`src/rtl/snake_arith_pkg.sv`:
```
// rtl/snake_arith_pkg.sv - shared types, defaults and sizing helpers for the snake arithmetic blocks
//
// Purpose: state encoding for the chunked add/sub sequencer, default datapath
//          geometry, and helpers that derive the step count and step-counter
//          width from WIDTH/CHUNK.
// Ports:   none (package).
package snake_arith_pkg;

  typedef enum logic [1:0] {
    IDLE = 2'd0,
    RUN  = 2'd1,
    DONE = 2'd2
  } arithState_t;

  localparam int DEFAULT_WIDTH = 16;
  localparam int DEFAULT_CHUNK = 4;

  // Returns 0 for an illegal geometry so the user can reject it at elaboration.
  function automatic int calcSteps(input int width, input int chunk);
    if (chunk <= 0 || width <= 0 || (width % chunk) != 0) begin
      return 0;
    end
    return width / chunk;
  endfunction

  // The step counter is never narrower than one bit, even for a single-step add.
  function automatic int stepWidth(input int nSteps);
    return (nSteps > 1) ? $clog2(nSteps) : 1;
  endfunction

endpackage

```
`src/rtl/chunk_adder.sv`:
```
// rtl/chunk_adder.sv - combinational CHUNK-bit adder slice with carry-into-MSB tap
//
// Purpose: adds one chunk of the operands plus an incoming carry.
// Ports:
//   a, b          in  CHUNK  operand slices
//   cin           in  1      carry in
//   sum           out CHUNK  slice result
//   cout          out 1      carry out of the slice MSB
//   carryIntoMsb  out 1      carry into the slice MSB (for signed overflow)
module chunk_adder #(
  parameter int CHUNK = 4
) (
  input  logic [CHUNK-1:0] a,
  input  logic [CHUNK-1:0] b,
  input  logic             cin,
  output logic [CHUNK-1:0] sum,
  output logic             cout,
  output logic             carryIntoMsb
);

  logic [CHUNK:0] full;

  assign full = {1'b0, a} + {1'b0, b} + {{CHUNK{1'b0}}, cin};
  assign sum  = full[CHUNK-1:0];
  assign cout = full[CHUNK];
  // sum[msb] = a[msb] ^ b[msb] ^ c_in_msb, so the carry into the MSB falls out
  // of the sum bit without a separate narrower adder.
  assign carryIntoMsb = full[CHUNK-1] ^ a[CHUNK-1] ^ b[CHUNK-1];

endmodule

```
`src/rtl/chunked_addsub.sv`:
```
// rtl/chunked_addsub.sv - multi-cycle WIDTH-bit adder/subtractor, CHUNK bits per cycle
//
// Purpose: accepts A, B and an add/sub select over a valid/ready handshake,
//          ripples the operation through CHUNK-bit slices with a registered
//          carry, then holds the result until the consumer takes it.
// Optional: define CHUNKED_ADDSUB_SATURATE_EN to clamp the final sum on signed
//          overflow (flags are still reported unchanged).
// Ports:
//   clk        in  1      rising-edge clock
//   rst        in  1      synchronous active-high reset
//   in_valid   in  1      operands and op present
//   in_ready   out 1      idle, can accept an operation
//   a, b       in  WIDTH  operands
//   sub        in  1      0 = A+B, 1 = A-B
//   out_valid  out 1      result valid
//   out_ready  in  1      consumer takes the result
//   sum        out WIDTH  result (modulo 2^WIDTH)
//   carry_out  out 1      carry out of MSB; for sub, 1 = no borrow
//   overflow   out 1      signed two's-complement overflow
module chunked_addsub
  import snake_arith_pkg::*;
#(
  parameter int WIDTH = DEFAULT_WIDTH,
  parameter int CHUNK = DEFAULT_CHUNK
) (
  input  logic             clk,
  input  logic             rst,
  input  logic             in_valid,
  output logic             in_ready,
  input  logic [WIDTH-1:0] a,
  input  logic [WIDTH-1:0] b,
  input  logic             sub,
  output logic             out_valid,
  input  logic             out_ready,
  output logic [WIDTH-1:0] sum,
  output logic             carry_out,
  output logic             overflow
);

  localparam int NSTEPS = calcSteps(WIDTH, CHUNK);
  localparam int STEP_W = stepWidth(NSTEPS);

  generate
    if (NSTEPS == 0) begin : gBadGeometry
      $error("chunked_addsub: WIDTH must be a positive multiple of CHUNK");
    end
  endgenerate

  arithState_t state, nextState;

  logic [WIDTH-1:0]  aReg;
  logic [WIDTH-1:0]  bReg;
  logic [WIDTH-1:0]  sumReg;
  logic              carryReg;
  logic              carryOutReg;
  logic              overflowReg;
  logic [STEP_W-1:0] step;

  logic [CHUNK-1:0]  chunkA;
  logic [CHUNK-1:0]  chunkB;
  logic [CHUNK-1:0]  chunkSum;
  logic              chunkCout;
  logic              chunkCarryMsb;
  logic              lastStep;
  logic              finalOverflow;

  assign chunkA        = aReg[int'(step)*CHUNK +: CHUNK];
  assign chunkB        = bReg[int'(step)*CHUNK +: CHUNK];
  assign lastStep      = (step == STEP_W'(NSTEPS - 1));
  assign finalOverflow = chunkCarryMsb ^ chunkCout;

  chunk_adder #(
    .CHUNK (CHUNK)
  ) uChunkAdder (
    .a            (chunkA),
    .b            (chunkB),
    .cin          (carryReg),
    .sum          (chunkSum),
    .cout         (chunkCout),
    .carryIntoMsb (chunkCarryMsb)
  );

  always_ff @(posedge clk) begin
    if (rst) begin
      state <= IDLE;
    end else begin
      state <= nextState;
    end
  end

  always_comb begin
    nextState = state;
    unique case (state)
      IDLE:    if (in_valid) nextState = RUN;
      RUN:     if (lastStep) nextState = DONE;
      DONE:    if (out_ready) nextState = IDLE;
      default: nextState = IDLE;
    endcase
  end

  always_ff @(posedge clk) begin
    if (rst) begin
      aReg        <= '0;
      bReg        <= '0;
      sumReg      <= '0;
      carryReg    <= 1'b0;
      carryOutReg <= 1'b0;
      overflowReg <= 1'b0;
      step        <= '0;
    end else begin
      unique case (state)
        IDLE: begin
          if (in_valid) begin
            // Subtraction is A + ~B + 1: invert B once here, seed the carry with sub.
            aReg     <= a;
            bReg     <= b ^ {WIDTH{sub}};
            carryReg <= sub;
            step     <= '0;
          end
        end
        RUN: begin
          sumReg[int'(step)*CHUNK +: CHUNK] <= chunkSum;
          carryReg <= chunkCout;
          if (lastStep) begin
            carryOutReg <= chunkCout;
            overflowReg <= finalOverflow;
`ifdef CHUNKED_ADDSUB_SATURATE_EN
            // Overflow can only happen when both inputs share a sign, so A's
            // sign picks the rail.
            if (finalOverflow) begin
              sumReg <= aReg[WIDTH-1] ? {1'b1, {(WIDTH-1){1'b0}}}
                                      : {1'b0, {(WIDTH-1){1'b1}}};
            end
`endif
          end else begin
            step <= step + 1'b1;
          end
        end
        default: ;
      endcase
    end
  end

  assign in_ready  = (state == IDLE);
  assign out_valid = (state == DONE);
  assign sum       = sumReg;
  assign carry_out = carryOutReg;
  assign overflow  = overflowReg;

endmodule
```
`config.mk`:
```
export PLATFORM = sky130hd
export DESIGN_NAME = chunked_addsub
export DESIGN_NICKNAME = d
export VERILOG_FILES = /design/src/rtl/snake_arith_pkg.sv /design/src/rtl/chunk_adder.sv /design/src/rtl/chunked_addsub.sv
export SDC_FILE = /design/constraint.sdc
export NUM_CORES = 1
export LEC_CHECK = 0
export CAP_MARGIN = 20
export CORE_MARGIN = 2
export CORE_UTILIZATION = 49
export CTS_CLUSTER_DIAMETER = 40
export DETAILED_ROUTE_END_ITERATION = 16
export PLACE_DENSITY = 0.76
export SYNTH_ARGS = -nofsm -noshare
export SYNTH_HDL_FRONTEND = slang
export SYNTH_HIERARCHICAL = 1
export SYNTH_SLANG_ARGS = --single-unit
```
`constraint.sdc`:
```
create_clock -name clk -period 2.9 [get_ports clk]
set_input_delay 0.29 -clock clk [delete_from_list [all_inputs] [get_ports clk]]
set_output_delay 0.29 -clock clk [all_outputs]
set_load 0.02 [all_outputs]
```
==> metrics.md, run 1 <==
| Metric | Value |
|---|---|
| Status | `finished, final reports clean` |
| Synth Warn # | `6` |
| Fillcell total | `484` |
| Die ar. | `5990 sq um` |
| Fmax | `0.383 GHz` |
| Part of the power in registers | `53.5%` |
| CTS hold repair buffers | `0` |
| Min-Delay Path Class | `reg2reg` |
| Most frequent cells in the layout | `dfxtp_1, clkdlybuf4s50_1, nand2_1` |
| EDFF count, synth | `0` |
| Post-synth top area share | `41.7%` |
| Final Hold Viols | `0` |
| Setup TNS | `0 ns` |
| Core ar. | `5140 sq um` |
| Synth Cell Area | `2640 sq um` |
| Buffers on Ports | `56` |
| Area leader, netlist | `dfxtp_1` |
| Comb power frac | `21.6%` |
| CP Capture Type | `register` |
| Post-route DRC | `0` |
| Peak VDD IR | `0.266 mV` |
| Startpoint Class | `register` |
| Later-pin clock latency in the skew report | `0.30 ns` |
| Syn avg cell area | `9.64 sq um` |
| Num CTS Buffers | `5` |
| Synth unique cells | `39` |
| First-pass GRT wire length | `9.14 mm` |
| RSZ-0062 raised after global routing | `no` |
| Slew @ Worst Pin | `0.718 ns` |
| DRT iter0 DRCs | `65` |
| Sw power | `0.417 mW` |
| Ys async rst share | `0%` |
| Initial antenna violation count | `0` |
| Root Buffer | `clkbuf_8` |
| Gr ovfl total | `0` |
| Post-CTS Setup Inserts | `0` |
| CP max FO | `6` |
| DR WL/cell | `13.4 um` |
| Dominant cells by area after synthesis | `dfxtp_1, xnor2_1, mux4_2` |
| Switching Fraction | `26.9%` |
| Resized Gates After CTS | `0` |
| Area growth, synth to finish | `24.1%` |
| DRT Pass-1 Iters | `6` |
| Clock H-tree levels | `2` |
| Initial Utilization | `51.4%` |
| Sequential fraction of the synthesis area | `41.7%` |
| DP Wirelength | `3.97 mm` |
| Critical Path AT | `2.82 ns` |
| WP data required | `3.12 ns` |
| Pins over their slew limit | `0` |
| Layout Nets | `369` |
| Pin count of the biggest net entering global routing | `50` |
| Die X-Extent | `77.4 um` |
| Layout cells sized above 1 | `8.72%` |
| Worst clock skew | `0.00840 ns` |
| Pwr dens | `472 nW/um^2` |
| Diode count | `0` |
| Die Span Y | `77.4 um` |
| Cell Int Power | `1.13 mW` |
| GP Congestion | `0.787` |
| DR vias/cell | `5.25` |
| CTS tree | `yes` |
| Maximum buffer depth of the clock tree | `2` |
| Rows | `26` |
| Synth Register Bits | `55` |
| Leakage power total | `1.15 nW` |
| Fin crit period | `2.61 ns` |
| Antenna viol nets, final | `0` |
| Via count | `2051` |
| Tcrit/Tclk final | `89.9%` |
| Ports | `57` |
| Slew HR | `52.2%` |
| WS Path Type | `reg2reg` |
| Post-Synthesis Net Count | `321` |
| Final setup viols | `0` |
| Reg clk slew, reported paths | `0.09 ns` |
| Power, Total | `1.55 mW` |
| Clock power frac | `24.8%` |
| Max-Cap Viols | `0` |
| Overall routing resource usage | `18.9%` |
| Post-Synthesis Cells | `274` |
| Vias in the first global route | `1993` |
| Final wirelength | `5.25 mm` |
| CTS Sinks | `55` |
| Post-synth top flop | `dfxtp_1` |
stage by stage:
step	hold WS (ns)	std cells	area (sq um)	util, %	setup WS, ns
2_1_floorplan	0.426	274	2640	-	0.291
3_3_place_gp	0.447	385	3210	62.4	0.365
3_5_place_dp	0.455	385	3210	62.4	0.290
4_1_cts	0.468	391	3280	63.8	0.296
5_1_grt	0.484	391	3280	63.8	0.0988
6_report	0.467	391	3280	63.8	0.292
power groups by stage:
stage	Sequential, mW	Clock, mW	Combinational (mW)
floorplan	0.837	0	0.242
global placement	0.847	0	0.329
detailed placement	0.848	0	0.335
CTS	0.830	0.389	0.336
global route	0.835	0.423	0.370
finish	0.829	0.384	0.335
worst paths after layout:
| kind | endpoint | startpoint | slack (ns) | depth (start not counted) |
|---|---|---|---|---|
| worst max register to register | overflow | step[0] | 0.29 | 9 |
| worst max-delay path | overflow | step[0] | 0.29 | 9 |
| worst min register to register | aReg[2] | aReg[2] | 0.47 | 2 |
| worst min-delay path | aReg[2] | aReg[2] | 0.47 | 2 |
cell families (layout without fill, tap and decap cells):
group | Yosys count | count (layout) | share of synthesized area, %
simple gates | 81 | 81 | 15.3
compound gates | 57 | 57 | 15.8
flops | 55 | 55 | 41.7
buf+inv | 40 | 87 | 7.48
xor+xnor | 22 | 22 | 7.29
fa+ha+maj | 10 | 10 | 5.31
mux | 9 | 9 | 7.20
layout make-up:
| cell class | instances | area (sq um) | share of cell area, % |
|---|---|---|---|
| well taps | 70 | 87.6 | 2.67 |
| clock buffers | 6 | 72.6 | 2.21 |
| inverters | 20 | 75.1 | 2.29 |
| flip-flops and latches | 55 | 1100 | 33.6 |
| repair buffers | 61 | 593 | 18.1 |
| multi-input cells | 179 | 1350 | 41.1 |
synth_stat cells (all sizes together), types with 3 or more instances:
library cell and count:
nand2 32, a21oi 20, inv 20, xnor2 22, a211oi 17, a32oi 4, nor2 26, ha 8
clkbuf 6, o32ai 12, and3b 3, mux4 8, nand2b 5, buf 14, dfxtp 55
layer usage:
layer / part of all wire (%) / global-route usage, % / wire length (um) / vias up
li1: - / - / - / 1049
met1: 43 / 22.3 / 2260 / 940
met2: 52 / 34.6 / 2730 / 55
met3: 3.5 / 3.14 / 184 / 7
met4: 1.4 / 6.25 / 72 / 0
met5: 0 / 0 / 0 / -
registers in the layout (all words and copies together) (netlist names):
signal and count:
step 2, carry_out 1, bReg 16, overflow 1, carryReg 1, aReg 16, state 2, sum 16
critical path: stages, from the launching register on:
cell and delay, ns:
dfxtp_1 0.52, mux4_2 0.57, fa_1 0.46, inv_1 0.10, fa_1 0.21, nor2b_1 0.06
o21ai_0 0.15, nand2b_1 0.12, xnor2_1 0.14, a211oi_1 0.21
(Power assumes the default switching activity.)
==> run 2, diff against run 1 <==
--- a/config.mk
+++ b/config.mk
@@ -11,6 +11,7 @@
 export CTS_CLUSTER_DIAMETER = 40
 export DETAILED_ROUTE_END_ITERATION = 16
 export PLACE_DENSITY = 0.76
+export SLEW_MARGIN = 20
 export SYNTH_ARGS = -nofsm -noshare
 export SYNTH_HDL_FRONTEND = slang
 export SYNTH_HIERARCHICAL = 1
==> results of run 2 <==
The final DEF is identical to that of run 1; final timing and power are the same.
==> run 3, diff against run 2 <==
--- a/config.mk
+++ b/config.mk
@@ -6,11 +6,13 @@
 export NUM_CORES = 1
 export LEC_CHECK = 0
 export CAP_MARGIN = 20
+export CORE_ASPECT_RATIO = 1.2
 export CORE_MARGIN = 2
 export CORE_UTILIZATION = 49
 export CTS_CLUSTER_DIAMETER = 40
 export DETAILED_ROUTE_END_ITERATION = 16
-export PLACE_DENSITY = 0.76
+export DONT_BUFFER_PORTS = 1
+export PLACE_DENSITY = 0.62
 export SLEW_MARGIN = 20
 export SYNTH_ARGS = -nofsm -noshare
 export SYNTH_HDL_FRONTEND = slang
==> metrics.md, run 3 (synthesized netlist as in run 1, its figures left out) <==
| Metric | Value |
|---|---|
| Status | `finished, final reports clean` |
| Hold Slack | `0.0508 ns` |
| Root Buffer | `clkbuf_8` |
| Hold Path Sink | `sum[0]` |
| First-pass GRT wire length | `8.83 mm` |
| Vias in the first global route | `1832` |
| Critical path, cell by cell | `buf_4, mux4_2, ha_1, nor2b_1, o21ai_0, nand2b_1, inv_1, a2111oi_0` |
| Gr ovfl total | `0` |
| Critical Path AT | `2.64 ns` |
| Most common library cell in the layout ignoring fill and taps | `dfxtp_1` |
| DP Wirelength | `3.87 mm` |
| Buffers on Ports | `0` |
| Fin crit period | `2.46 ns` |
| Startpoint Class | `register` |
| Setup TNS | `0 ns` |
| Fmax | `0.407 GHz` |
| DRT Pass-1 Iters | `4` |
| Layout Nets | `311` |
| Family with the most delay on the worst path | `multiplexers` |
| Max-Cap Viols | `0` |
| Num CTS Buffers | `5` |
| Via count | `1827` |
| Worst clock skew | `0.00739 ns` |
| Leakage power total | `0.944 nW` |
| Rows | `29` |
| Reg2Reg Depth | `8` |
| Hold Path Stages | `1` |
| Final wirelength | `5.21 mm` |
| Later-pin clock latency in the skew report | `0.30 ns` |
| DR WL/cell | `16.0 um` |
| Min-Delay Path Class | `in2reg` |
| Area growth, synth to finish | `2.75%` |
| Post-route DRC | `0` |
| Final setup viols | `0` |
| Worst hold start | `rst` |
| DRT iter0 DRCs | `58` |
| CP Capture Type | `register` |
| Post-CTS Setup Inserts | `0` |
| Core ar. | `5260 sq um` |
| Ports | `57` |
| Antenna viol nets, final | `0` |
| CTS Sinks | `55` |
| Die ar. | `6000 sq um` |
| CTS tree | `yes` |
| Reg clk slew, reported paths | `0.09 ns` |
| Clock H-tree levels | `2` |
| Resized Gates After CTS | `0` |
| Die Span Y | `84.4 um` |
| Initial antenna violation count | `0` |
| Slowest stage cell, crit path | `mux4_2` |
| WS Path Type | `reg2reg` |
| Maximum buffer depth of the clock tree | `2` |
| Buffers & Inverters on Critical Path | `2` |
| Slew @ Worst Pin | `0.546 ns` |
| Most frequent cells in the layout | `dfxtp_1, nand2_1, nor2_1` |
| Peak VDD IR | `0.267 mV` |
| RSZ-0062 raised after global routing | `no` |
| Fillcell total | `498` |
| Die X-Extent | `71.0 um` |
| Overall routing resource usage | `18.6%` |
| Post-route cell area | `2710 sq um` |
| Slew HR | `63.5%` |
| Diode count | `0` |
| Pwr dens | `557 nW/um^2` |
| Final Hold Viols | `0` |
| Pin count of the biggest net entering global routing | `61` |
| Dpl cell area | `2630 sq um` |
| R2R Path Start | `step[0]` |
| GP Congestion | `0.755` |
| CTS hold repair buffers | `0` |
| Crit Reg-Reg Endpoint | `carryReg` |
| Pins over their slew limit | `0` |
| Tcrit/Tclk final | `84.8%` |
| WP data required | `3.09 ns` |
| Crit-path max cell delay | `0.53 ns` |
| DR vias/cell | `5.60` |
| CP max FO | `12` |
| Initial Utilization | `50.2%` |
| Layout cells sized above 1 | `10.6%` |
| Reg2reg setup slack | `0.44 ns` |
run 3: per-stage QoR:
stage               std cells  total power, mW  worst slack [ns]  utilization (%)
finish                    326             1.51             0.442             51.6
global route              326             1.59             0.125             51.6
CTS                       326             1.52             0.273             51.6
detailed placement        319             1.11             0.294             49.9
global placement          319             1.10             0.414             49.9
floorplan                 274             1.08             0.291                -
run 3: how the worst max path moves through the flow:
| stage | startpoint | endpoint | slack [ns] | depth (start not counted) |
|---|---|---|---|---|
| 5_1_grt | step[0] | carryReg | 0.12 | 8 |
| 3_3_place_gp | step[0] | overflow | 0.41 | 9 |
| 4_1_cts | step[0] | carryReg | 0.27 | 8 |
| 3_5_place_dp | step[0] | carryReg | 0.29 | 8 |
| 6_report | step[0] | carryReg | 0.44 | 8 |
| 2_1_floorplan | step[0] | overflow | 0.29 | 10 |
run 3: cell type report:
class	instances	area (sq um)	share of cell area (%)
Sequential cell	55	1100	40.6
Tap cell	62	77.6	2.86
Multi-Input combinational cell	179	1350	49.7
Clock inverter	1	5.00	0.184
Timing Repair Buffer	3	22.5	0.830
Clock buffer	6	82.6	3.04
Inverter	20	75.1	2.77
run 3: worst register-to-register path, stage by stage, from the launching register on:
cell	delay (ns)
dfxtp_2	0.42
buf_4	0.24
mux4_2	0.53
ha_1	0.38
nor2b_1	0.16
o21ai_0	0.08
nand2b_1	0.13
inv_1	0.05
a2111oi_0	0.35
run 3: report_power, final:
| part | internal, mW | leakage (nW) | switching [mW] |
|---|---|---|---|
| sequential | 0.798 | 0.451 | 0.0362 |
| clock | 0.188 | 0.0470 | 0.232 |
| combinational | 0.123 | 0.447 | 0.133 |
run 3: layer usage:
metal	vias up	GRT usage, %	part of all wire, %
met5	-	0	0
met4	0	7.55	1.8
met3	8	4.44	5.3
met2	50	31.7	49
met1	843	22.5	44
li1	926	-	-
